### config.mk
export PLATFORM = sky130hd
export DESIGN_NAME = mem_wb_reg
export DESIGN_NICKNAME = d
export VERILOG_FILES = /design/src/rtl/mem_wb_reg.sv
export SDC_FILE = /design/constraint.sdc
export NUM_CORES = 1
export LEC_CHECK = 0
export ABC_AREA = 1
export CAP_MARGIN = 30
export CORE_ASPECT_RATIO = 1.75
export CORE_MARGIN = 4
export CORE_UTILIZATION = 45
export DETAILED_ROUTE_END_ITERATION = 12
export GPL_ROUTABILITY_DRIVEN = 0
export MAX_ROUTING_LAYER = met4
export PLACE_DENSITY = 0.84
export SYNTH_ARGS = -nofsm -noshare
export SYNTH_HDL_FRONTEND = slang
export SYNTH_SLANG_ARGS = --single-unit
### constraint.sdc
create_clock -name i_clk -period 2.5 [get_ports i_clk]
set_input_delay 0.25 -clock i_clk [delete_from_list [all_inputs] [get_ports i_clk]]
set_output_delay 0.25 -clock i_clk [all_outputs]
set_load 0.005 [all_outputs]
### src/rtl/mem_wb_reg.sv
// MEM/WB pipeline register: captures the memory-stage result, aligns and extends
// load data, and tracks HALT retirement with a sticky halted state.
module mem_wb_reg #(
    parameter int NB_DATA     = 32,
    parameter int NB_REG_ADDR = 5
) (
    input  logic                   i_clk,
    input  logic                   i_reset,
    input  logic                   i_stall,
    input  logic                   i_flush,
    input  logic                   i_valid,
    input  logic [NB_DATA-1:0]     i_alu_result,
    input  logic [NB_DATA-1:0]     i_mem_rdata,
    input  logic                   i_mem_to_reg,
    input  logic                   i_reg_write,
    input  logic [NB_REG_ADDR-1:0] i_rd_addr,
    input  logic [1:0]             i_load_size,
    input  logic                   i_load_unsigned,
    input  logic                   i_halt,
    output logic [NB_DATA-1:0]     o_alu_result,
    output logic [NB_DATA-1:0]     o_load_data,
    output logic                   o_mem_to_reg,
    output logic                   o_reg_write,
    output logic [NB_REG_ADDR-1:0] o_rd_addr,
    output logic                   o_valid,
    output logic                   o_misaligned,
    output logic                   o_halted
);

    localparam logic [0:0] S_RUN    = 1'b0;
    localparam logic [0:0] S_HALTED = 1'b1;

    logic [0:0]             r_state;
    logic [NB_DATA-1:0]     r_alu_result;
    logic [NB_DATA-1:0]     r_load_data;
    logic                   r_mem_to_reg;
    logic                   r_reg_write;
    logic [NB_REG_ADDR-1:0] r_rd_addr;
    logic                   r_valid;
    logic                   r_misaligned;

    logic [1:0]             w_offset;
    logic [7:0]             w_byte;
    logic [15:0]            w_half;
    logic [NB_DATA-1:0]     w_load_data;
    logic                   w_misaligned;
    logic                   w_halt_take;

    assign w_offset = i_alu_result[1:0];

    always_comb begin
        w_byte = i_mem_rdata[7:0];
        case (w_offset)
            2'd0:    w_byte = i_mem_rdata[7:0];
            2'd1:    w_byte = i_mem_rdata[15:8];
            2'd2:    w_byte = i_mem_rdata[23:16];
            default: w_byte = i_mem_rdata[31:24];
        endcase
    end

    assign w_half = w_offset[1] ? i_mem_rdata[31:16] : i_mem_rdata[15:0];

    // Load data is always formed; misalignment only matters for real loads.
    always_comb begin
        w_load_data  = i_mem_rdata;
        w_misaligned = 1'b0;
        case (i_load_size)
            2'b00: w_load_data = {{24{w_byte[7] & ~i_load_unsigned}}, w_byte};
            2'b01: begin
                w_load_data  = {{16{w_half[15] & ~i_load_unsigned}}, w_half};
                w_misaligned = w_offset[0] & i_mem_to_reg;
            end
            default: w_load_data = i_mem_rdata;
        endcase
    end

    assign w_halt_take = i_valid & i_halt;

    always_ff @(posedge i_clk) begin
        if (i_reset) begin
            r_state      <= S_RUN;
            r_alu_result <= '0;
            r_load_data  <= '0;
            r_mem_to_reg <= 1'b0;
            r_reg_write  <= 1'b0;
            r_rd_addr    <= '0;
            r_valid      <= 1'b0;
            r_misaligned <= 1'b0;
        end else if (r_state == S_HALTED) begin
            r_valid      <= 1'b0;
            r_reg_write  <= 1'b0;
            r_misaligned <= 1'b0;
        end else if (i_flush) begin
            r_alu_result <= '0;
            r_load_data  <= '0;
            r_mem_to_reg <= 1'b0;
            r_reg_write  <= 1'b0;
            r_rd_addr    <= '0;
            r_valid      <= 1'b0;
            r_misaligned <= 1'b0;
        end else if (!i_stall) begin
            r_alu_result <= i_alu_result;
            r_load_data  <= w_load_data;
            r_mem_to_reg <= i_mem_to_reg;
            r_reg_write  <= i_reg_write & i_valid & ~w_misaligned & ~w_halt_take;
            r_rd_addr    <= i_rd_addr;
            r_valid      <= i_valid;
            r_misaligned <= w_misaligned;
            if (w_halt_take) begin
                r_state <= S_HALTED;
            end
        end
    end

    assign o_alu_result = r_alu_result;
    assign o_load_data  = r_load_data;
    assign o_mem_to_reg = r_mem_to_reg;
    assign o_reg_write  = r_reg_write;
    assign o_rd_addr    = r_rd_addr;
    assign o_valid      = r_valid;
    assign o_misaligned = r_misaligned;
    assign o_halted     = (r_state == S_HALTED);

endmodule

* Word-level counts from Yosys, hierarchy flattened
Index checks and enable logic that the tools add are counted.
** Cells by class
- Equal/unequal tests :: 4
- Muxes and demuxes :: 16
- Bitwise gates (word level) :: 11
- Reductions and logical operators :: 4
** Operators by type and width (count)
- two-way mux 32 bit :: 4
- case mux 32 bit (2 select lines) :: 1
- case mux 8 bit (3 select lines) :: 1
- two-way mux 16 bit :: 1
- two-way mux 5 bit :: 2
- bitwise AND 1 bit :: 7
- two-way mux 1 bit :: 7
- equality test 2 x 1 -> 1 bit, second input constant :: 2
- zero test 2 bit :: 2
- inverter 1 bit :: 4
- OR reduction 3 bit :: 1
- equality test 2 bit, second input constant :: 1
- inequality test 2 x 1 -> 1 bit, second input constant :: 1
- AND reduction 2 bit :: 1
** Storage, ports and cells
- Bits in registers :: 74
- Input port bits :: 80
- Output and inout port bits :: 74
- Word-level logic and storage cells :: 43

* Longest topological paths before layout
Gate-level depths: netlist of run 1.
- Depth after elaboration :: 6
- Gate-level depth with buffers :: 10

* Worst setup path after synthesis of run 1
Ideal clock, no wire load.
- Kind :: in2reg
- Start :: in i_load_size[0]
- End :: reg r_load_data[21] (netlist: o_load_data[21])
- Arrival time :: 1.125 ns
- Data required time :: 2.433 ns
- Path slack :: 1.308 ns
- Cell stages on the path :: 8
- Path through :: buf_6 > nor2_1 > o21a_2 > nand3_4 > nand3_4 > buf_12 > nand2_2 > a21oi_2
** On the way
- Longest elaborated chain between the ends :: 4
- Elaborated cells on any way between the ends :: 5
- Those cells by class :: eq/ne (1); mux (3); reduce/logical (1)
** Ends and longest elaborated chain
- start, declared :: RTL line 17 : input logic [1:0] i_load_size,
- equality test 2 x 1 -> 1 bit or zero test 2 bit (tied branches) :: RTL line 67 : case (i_load_size)
- case mux 32 bit (2 select lines) (*) :: RTL line 67
- two-way mux 32 bit (*) :: RTL line 101 : end else if (!i_stall) begin
- two-way mux 32 bit (*) :: RTL line 93 : end else if (i_flush) begin
- end signal, assigned :: RTL line 103 : r_load_data <= w_load_data;
- end, declared :: RTL line 35 : logic [NB_DATA-1:0] r_load_data;
Every way passes the cells marked *; elsewhere a longest branch is shown, timed or not. The select of a mux whose other input is x is not followed.
A chain may end at the register's enable or synchronous reset.

* Worst setup path after layout of run 1
- Start :: in i_alu_result[1]
- End :: reg r_load_data[2] (netlist: o_load_data[2])
** On the way
- Longest elaborated chain between the ends :: 5
- Elaborated cells on any way between the ends :: 8
- Those cells by class :: eq/ne (2); mux (5); reduce/logical (1)
** Ends and longest elaborated chain
- start, declared :: RTL line 12 : input logic [NB_DATA-1:0] i_alu_result,
- equality test 2 bit (tied with other cells) :: RTL line 53 : case (w_offset)
- case mux 8 bit (3 select lines) :: RTL line 53
- case mux 32 bit (2 select lines) (*) :: RTL line 67
- two-way mux 32 bit (*) :: RTL line 101
- two-way mux 32 bit (*) :: RTL line 93
Marks and branches as above.

==> flow_summary_export.csv, run 1 <==
group,metric,value,unit
drt,wirelength,10520,um
sta,hold_slack,331.9,ps
worst_hold_path,min_to,"o_alu_result[15]$_SDFFE_PP0P_",
synthesis,syn_nets,569,
clocking,cts.sinks,74,
setup_path,end_kind,"register",
synthesis,synth_xor_area_share,0,%
setup_path,path_delay_family,"buffers and inverters",
sta,slew_viol_final,0,
floorplan,row_count,41,
clocking,cts_max_path_buffers,2,
synthesis,synth_seq_area_share,43.79,%
sta,rsz0062_at_grt,"false",
synthesis,synth_top_area_share,43.79,%
pwr,irDropWorstVdd,0.0004978,V
cells_and_area,most-common-layout-cells,"nand2_1, clkdlybuf4s50_1, a21oi_1",
synthesis,synth_top_family_by_area,"simple AND/OR/NAND/NOR gates",
setup_path,crit_chain,"clkdlybuf4s50_1, buf_4, inv_1, a21oi_4, o21ai_0, nand2_1, nand2_1, nand2_1, a21oi_1",
global_route,grt_pass1_vias,3516,
global_route,grt_use_total,23.85,%
global_route,grt_start_max_net_pins,47,
drt,vias,3638,
setup_path,cp_slowest_cell,"clkdlybuf4s50_1",
floorplan,pin_count,154,
global_route,grt_overflow,0,
synthesis,syn_area,3383,um2
drt,post_drt_wl_per_cell,14.59,um
cells_and_area,drive_gt1_share,8.504,%
sta,skew,3.953,ps
worst_hold_path,min_path_cells,2,
cells_and_area,post-route-cell-area,5187,um2
floorplan,die-width,73.55,um
synthesis,synth_cell_types,26,
sta,fin_crit_sh,70.08,%
sta,relSlewSlack,65.24,%
place,placed_area,4922,um2
worst_hold_path,min_path_type,"input pin to register",
cells_and_area,nNetsFinal,710,
cells_and_area,layout.area.seq,1481,um2
synthesis,synth_fa_ha_area_share,0,%
clocking,numCtsBuffers,9,
floorplan,core-area,7284,um2
setup_path,crit_top_cell,"nand2_1",
cells_and_area,multi_input_area,1598,um2
clocking,postCtsSetupBuffers,0,
setup_path,reg2reg_slack,1020,ps
cells_and_area,final_common_cell,"nand2_1",
global_route,antenna_found_initial,0,
job,drv_cap,0,
pwr,p_leak,2.024,nW
floorplan,fp.dieH,122.7,um
sta,hold_violations,0,
cells_and_area,n_fill_cell,607,
sta,period_needed,1752,ps
place,port_buffers,153,
synthesis,avgSynthCellArea,6.919,um2
clocking,clk_pin_slew,50,ps
setup_path,crit_fanout,15,
sta,setup_viol,0,
clocking,cts_tree,"yes",
synthesis,synth_area_leader_cell,"dfxtp_1",
floorplan,die_area,9024,um2
setup_path,slowest_delay,650,ps
synthesis,ys_seq_elements,74,
outcome,status,"completed",
clocking,cts_resized,0,
drt,drtIter0Drc,348,
sta,tightest_slew,520.9,ps
setup_path,cp_num_buf_inv,3,
clocking,root_buffer,"clkbuf_16",
drt,drc,0,
place,hpwl,7868,um
setup_path,crit_type,"input pin to register",
cells_and_area,n_antenna_cell,0,
setup_path,r2r.worst_path.cells,6,
clocking,clkLatencyLatePin,330,ps
synthesis,muxShareOfSynthArea,0,%
clocking,cts_hold_buf,0,
setup_path,required,2690,ps
pwr,power,2.885,mW
synthesis,netlist_instances,489,
synthesis,synthTopCellsByArea,"dfxtp_1, nand2_1, a21oi_1",
drt,via_per_inst,5.046,
setup_path,r2r-start,"o_halted$_SDFF_PP0_",
setup_path,r2r_end,"o_rd_addr[2]$_SDFFE_PP0P_",
synthesis,synth-simple-area-share,28.29,%
synthesis,synth-compound-area-share,18.93,%
setup_path,cp-start-kind,"input pin",
cells_and_area,area_growth,53.33,%
clocking,cts.htree.levels,3,
floorplan,initial_core_util,46.44,%
drt,ant_nets,0,
global_route,grt_pass1_wl,16330,um
sta,fin_tns_setup,0,ps
pwr,power-per-cell-area,556.2,nW/um2
setup_path,crit_arrival,1950,ps
worst_hold_path,hold_path.startpoint,"i_reset",
sta,max_freq,570.7,MHz
cells_and_area,postLayoutCoreUtil,71.21,%
synthesis,ys_warn_count,0,
drt,drt_first_pass_iters,4,
area by class of cell:
type	instances	share of cell area, %
clock buffers	13	4.824
flip-flops and latches	74	28.56
inverters	35	2.629
well taps	86	2.074
repair buffers	161	30.82
multi-input cells	349	30.80
clock inverters	3	0.2894
metal layers:
metal / up-vias / track usage, % / part of all wire, %
li1: 1830 / - / -
met1: 1638 / 24.71 / 37
met2: 137 / 41.17 / 53
met3: 33 / 6.311 / 7.1
met4: 0 / 10.88 / 3.3
met5: - / - / 0
through the flow:
stage	setup WS (ps)	instances
detailed placement	455.6	705
global route	651.3	721
finish	747.9	721
CTS	802.5	721
global placement	526.0	705
floorplan	1308	489
Yosys cell counts:
master    number
a31oi_1        1
dfxtp_1       74
buf_12         1
nor3_1         1
buf_6          3
nor2_1        25
a21oi_2       10
o21ai_1        2
buf_4          2
o211ai_1       1
nand2_2       12
o21a_2         1
a21oi_4        1
nand2_1      179
nand3_4        2
buf_2          4
nor2_2         1
o21ai_2        1
nand3_2        1
inv_1         32
inv_2          2
clkinv_4       1
o21ai_0       15
a21oi_1       84
nand3_1       12
clkbuf_1      21
where the power goes:
part | internal (mW) | switching (mW) | total (mW)
combinational | 0.253 | 0.234 | 0.487
sequential | 1.22 | 0.0223 | 1.24
clock | 0.694 | 0.460 | 1.15
how the worst max path moves through the flow:
stage	from	cells after the start	slack (ps)	to
3_5_place_dp	i_alu_result[1]	9	460	o_load_data[2]$_SDFFE_PP0P_
3_3_place_gp	i_load_size[1]	8	530	o_load_data[31]$_SDFFE_PP0P_
6_report	i_alu_result[1]	9	750	o_load_data[2]$_SDFFE_PP0P_
5_1_grt	i_alu_result[1]	9	650	o_load_data[1]$_SDFFE_PP0P_
4_1_cts	i_alu_result[1]	9	800	o_load_data[2]$_SDFFE_PP0P_
2_1_floorplan	i_load_size[0]	8	1310	o_load_data[21]$_SDFFE_PP0P_
kinds of logic (layout without fill, tap and decap cells):
| family | after synthesis | after routing |
|---|---|---|
| AOI/OAI and AO/OA | 116 | 116 |
| buffers and inverters | 66 | 212 |
| and+or+nand+nor | 233 | 233 |
| DFF | 74 | 74 |
Power figures use the tool's default switching activity.
==> run 2, diff against run 1 <==
Settings changed: CORE_UTILIZATION 45 to 38, PLACE_DENSITY 0.84 to 0.75.
Clock period 2.5 ns to 1.6 ns, I/O delays scaled along.
==> run 2 against run 1 <==
Net effect: critical path type is now register to output port; wire length rose by 5.6%; total power is 64% higher; combinational power is 64% higher; global-route usage decreased by 1.7 points.
==> flow_summary_export.csv, run 2 (synthesis gave the netlist of run 1 again) <==
group,metric,value,unit
drt,drtIter0Drc,229,
global_route,grt_pass1_wl,17820,um
sta,relSlewSlack,69.38,%
setup_path,r2r.worst_path.cells,6,
pwr,p_sw_share,24.77,%
global_route,grt_overflow,0,
cells_and_area,layout.area.seq,1481,um2
cells_and_area,area_growth,59.02,%
sta,fin_crit_sh,87.63,%
sta,setup_viol,0,
clocking,cts.sinks,74,
floorplan,die_area,10540,um2
clocking,clk_pin_slew,60,ps
sta,period_needed,1402,ps
setup_path,path_delay_family,"buffers and inverters",
pwr,seq_power_share,41.0,%
global_route,antenna_found_initial,0,
pwr,p_switching,1.175,mW
pwr,internal_power,3.568,mW
pwr,irDropWorstVdd,0.0007354,V
setup_path,worstSetupPathDepth,1,
place,dp_slack,-209.8,ps
place,dp_cells,749,
drt,via_per_inst,4.817,
sta,hold_slack,249.4,ps
setup_path,cp_num_buf_inv,1,
floorplan,core-area,8671,um2
pwr,p_leak,2.110,nW
sta,fin_ws,198.0,ps
drt,ant_nets,0,
setup_path,cp-start-kind,"register",
floorplan,initial_core_util,39.02,%
cells_and_area,most-common-layout-cells,"nand2_1, clkdlybuf4s50_1, a21oi_1",
sta,tightest_slew,459.3,ps
setup_path,crit_type,"register to output port",
clocking,cts.htree.levels,3,
global_route,grt_pass1_vias,3789,
sta,hold_violations,0,
drt,vias,3680,
drt,post_drt_wl_per_cell,14.54,um
setup_path,crit_end,"o_load_data[27]",
pwr,power-per-cell-area,881.6,nW/um2
clocking,numCtsBuffers,9,
setup_path,required,1440,ps
setup_path,reg2reg_slack,360,ps
cells_and_area,n_antenna_cell,0,
clocking,cts_tree,"yes",
setup_path,r2r-start,"o_halted$_SDFF_PP0_",
worst_hold_path,min_path_type,"input pin to register",
floorplan,row_count,45,
sta,skew,5.604,ps
cells_and_area,drive_gt1_share,10.66,%
floorplan,die-width,79.33,um
drt,drc,0,
pwr,comb_power_share,16.9,%
global_route,grt_start_max_net_pins,41,
global_route,grt_use_total,22.15,%
clocking,cts_hold_buf,0,
cells_and_area,postLayoutCoreUtil,62.05,%
setup_path,cp_slowest_cell,"clkdlybuf4s50_1",
cells_and_area,n_fill_cell,833,
drt,wirelength,11110,um
floorplan,fp.dieH,132.8,um
cells_and_area,final_common_cell,"nand2_1",
setup_path,end_kind,"output port",
outcome,status,"completed",
sta,rsz0062_at_grt,"false",
place,port_buffers,153,
cells_and_area,multi_input_area,1598,um2
setup_path,crit_fanout,2,
cells_and_area,final_cells,764,
floorplan,pin_count,154,
setup_path,crit_chain,"clkdlybuf4s50_1",
setup_path,slowest_delay,550,ps
job,drv_cap,0,
sta,slew_viol_final,0,
clocking,cts_max_path_buffers,2,
setup_path,crit_arrival,1240,ps
setup_path,startpoint,"o_load_data[27]$_SDFFE_PP0P_",
clocking,root_buffer,"clkbuf_16",
pwr,clkPwrFrac,42.1,%
place,hpwl,8418,um
cells_and_area,nNetsFinal,723,
sta,max_freq,713.2,MHz
drt,drt_first_pass_iters,4,
setup_path,r2r_end,"o_load_data[21]$_SDFFE_PP0P_",
clocking,clkLatencyLatePin,330,ps
## run 2: cell types whose count changed in the layout (fill, tap and decap cells not counted)
cell,previous run,this run
buf_12,1,3
buf_4,7,18
bufinv_16,0,1
clkbuf_1,3,0
clkdlybuf4s50_1,152,151
clkinv_2,3,2
clkinvlp_4,0,2
dlymetal6s2s_1,0,1
## run 2: how the worst min path moves through the flow
stage	start	to	slack, ps	cells after the start
final	i_alu_result[1]	o_alu_result[1]$_SDFFE_PP0P_	250	3
after floorplan	i_stall	o_reg_write$_SDFFE_PP0N_	300	2
after global placement	o_alu_result[10]$_SDFFE_PP0P_	o_alu_result[10]$_SDFFE_PP0P_	450	2
after CTS	i_reset	o_alu_result[24]$_SDFFE_PP0P_	270	3
after global routing	i_alu_result[1]	o_alu_result[1]$_SDFFE_PP0P_	250	3
after detailed placement	o_alu_result[2]$_SDFFE_PP0P_	o_alu_result[2]$_SDFFE_PP0P_	450	2
## run 2: power by group through the flow
| stage | Combinational, mW | Sequential, mW | Clock (mW) |
|---|---|---|---|
| final | 0.800 | 1.94 | 2.00 |
| after global placement | 0.790 | 1.98 | 0 |
| after detailed placement | 0.802 | 1.98 | 0 |
| after global routing | 0.870 | 1.95 | 2.13 |
| after floorplan | 0.346 | 1.99 | 0 |
| after CTS | 0.807 | 1.95 | 2.04 |
## run 2: through the flow
stage	setup TNS (ps)	power [mW]	area (um2)
global placement	-2434	2.772	5084
CTS	0	4.790	5378
floorplan	0	2.333	3383
finish	0	4.743	5380
detailed placement	-4392	2.786	5084
global route	0	4.950	5380
## run 2: area by class of cell
type                            count  share of cell area (%)
Clock buffer                       10                   4.442
Sequential cell                    74                   27.53
Clock inverter                      5                   1.023
Timing Repair Buffer              174                   32.05
Multi-Input combinational cell    349                   29.70
Tap cell                          117                   2.721
Inverter                           35                   2.535
## run 2: what timing repair did
action	in CTS	in global routing
setup endpoints to repair	0	1
setup buffers	0	0
resized for setup	0	1
## run 2: routing by layer
layer	vias to the layer above	global-route usage, %	share of wire (%)
met5	-	-	0
met4	0	8.700	2.3
met3	19	4.292	5.1
met2	124	41.32	57
met1	1680	21.91	36
li1	1857	-	-
## run 2: worst min-delay path, cell delays in order
cell and delay (ps):
dlymetal6s2s_1 200, nand2_1 110, a21oi_1 60
==> run 3, diff against run 2 <==
Settings changed: CELL_PAD_IN_SITES_DETAIL_PLACEMENT set to 1, CELL_PAD_IN_SITES_GLOBAL_PLACEMENT set to 1, CORE_UTILIZATION 38 to 25, PLACE_DENSITY 0.75 to 0.73, RECOVER_POWER set to 50.
==> run 3 against run 2 <==
Net effect: critical path depth is 7 higher; cell count is 7.6% higher; wire length is 19% higher; cell area is 2.8% higher; largest power group unchanged; global-route usage is 4.0 points lower; critical path type is now input pin to register; via count is 4.3% higher; critical endpoint is now o_load_data[31]$_SDFFE_PP0P_; hold slack better by 18 ps; non-clock buffer count stayed put.
==> flow_summary_export.csv, run 3 (synthesis gave the netlist of run 1 again) <==
group,metric,value,unit
floorplan,initial_core_util,25.41,%
drt,post_drt_wl_per_cell,16.13,um
global_route,grt_pass1_vias,4204,
drt,ant_nets,0,
sta,relSlewSlack,68.89,%
setup_path,required,1800,ps
clocking,clk_pin_slew,60,ps
setup_path,crit_arrival,1650,ps
pwr,irDropWorstVdd,0.0004687,V
sta,fin_crit_sh,90.65,%
setup_path,cp_slowest_cell,"dlygate4sd3_1",
place,port_buffers,153,
global_route,grt_overflow,0,
cells_and_area,final_common_cell,"nand2_1",
cells_and_area,nNetsFinal,723,
clocking,root_buffer,"clkbuf_16",
sta,skew,5.031,ps
cells_and_area,drive_gt1_share,10.34,%
floorplan,fp.dieH,161.9,um
global_route,grt_start_max_net_pins,38,
pwr,p_leak,2.283,nW
place,dp_slack,-178.2,ps
setup_path,crit_fanout,16,
cells_and_area,most-common-layout-cells,"nand2_1, clkdlybuf4s50_1, a21oi_1",
floorplan,pin_count,154,
drt,drtIter0Drc,128,
floorplan,core-area,13310,um2
setup_path,end_kind,"register",
floorplan,row_count,56,
sta,tightest_slew,466.7,ps
global_route,grt_pass1_wl,21000,um
clocking,numCtsBuffers,9,
worst_hold_path,min_path_type,"input pin to register",
floorplan,die_area,15530,um2
setup_path,crit_top_cell,"nand2_1",
global_route,grt_use_total,18.15,%
setup_path,slowest_delay,630,ps
cells_and_area,area_growth,63.54,%
place,hpwl,10150,um
sta,max_freq,689.5,MHz
setup_path,crit_chain,"dlygate4sd3_1, clkinvlp_2, nand2_1, nor2_2, nand2_1, nand3_4, nand2_1, a21oi_1",
sta,period_needed,1450,ps
clocking,clkLatencyLatePin,330,ps
setup_path,cp-start-kind,"input pin",
clocking,cts_resized,0,
global_route,antenna_found_initial,0,
setup_path,crit_type,"input pin to register",
drt,vias,3840,
drt,drt_first_pass_iters,4,
sta,setup_viol,0,
drt,drc,0,
outcome,status,"completed",
clocking,postCtsSetupBuffers,0,
clocking,cts.htree.levels,3,
sta,fin_ws,149.6,ps
cells_and_area,n_antenna_cell,0,
sta,slew_viol_final,0,
clocking,cts_tree,"yes",
pwr,power-per-cell-area,916.7,nW/um2
sta,hold_violations,0,
cells_and_area,post-route-cell-area,5533,um2
clocking,cts_hold_buf,0,
place,placed_area,5205,um2
drt,wirelength,13260,um
job,drv_cap,0,
sta,rsz0062_at_grt,"false",
clocking,cts_max_path_buffers,2,
drt,via_per_inst,4.672,
clocking,cts.sinks,74,
floorplan,die-width,95.94,um
[run 3: cell type report]
| cell class | count | area [um2] |
|---|---|---|
| Clock buffer | 11 | 232.7 |
| Clock inverter | 5 | 102.6 |
| Fill cell | 1643 | 7780 |
| Inverter | 35 | 132.6 |
| Multi-Input combinational cell | 349 | 1598 |
| Sequential cell | 74 | 1481 |
| Tap cell | 174 | 217.7 |
| Timing Repair Buffer | 174 | 1768 |
[run 3: path summary, 6_finish.rpt]
| check | startpoint | to | slack (ps) | cells after the start |
|---|---|---|---|---|
| worst min register to register | o_alu_result[24]$_SDFFE_PP0P_ | o_alu_result[24]$_SDFFE_PP0P_ | 460 | 2 |
| worst max-delay path | i_load_size[1] | o_load_data[31]$_SDFFE_PP0P_ | 150 | 8 |
| worst max register to register | o_halted$_SDFF_PP0_ | o_load_data[6]$_SDFFE_PP0P_ | 280 | 6 |
| worst min-delay path | i_reset | o_halted$_SDFF_PP0_ | 270 | 2 |
[run 3: stage by stage]
step | TNS (ps) | cells | total power, mW | util, % | hold slack (ps)
floorplan | 0 | 489 | 2.333 | - | 296.9
CTS | 0 | 822 | 5.173 | 41.62 | 263.2
global placement | -2181 | 806 | 2.816 | 39.10 | 448.0
detailed placement | -3664 | 806 | 2.837 | 39.10 | 451.3
finish | 0 | 822 | 5.072 | 41.56 | 267.7
global route | 0 | 822 | 5.308 | 41.56 | 268.7
[run 3: routing by layer]
layer | global-route usage, % | up-vias | share of wire, %
met4 | 6.218 | 0 | 2.0
met3 | 4.449 | 22 | 5.2
met1 | 18.01 | 1852 | 36
met2 | 33.51 | 104 | 57
li1 | - | 1862 | -
met5 | - | - | 0
[run 3: power breakdown]
| group | internal (mW) | total (mW) | switching (mW) |
|---|---|---|---|
| Combinational | 0.422 | 0.821 | 0.399 |
| Sequential | 1.91 | 1.94 | 0.0355 |
| Clock | 1.52 | 2.31 | 0.785 |
| Total | 3.85 | 5.07 | 1.22 |
[run 3: worst max-delay path, delay by kind of cell]
| kind | cells | cell delay, ps |
|---|---|---|
| buf+inv | 2 | 770 |
| simple gates | 5 | 630 |
| compound gates | 1 | 70 |
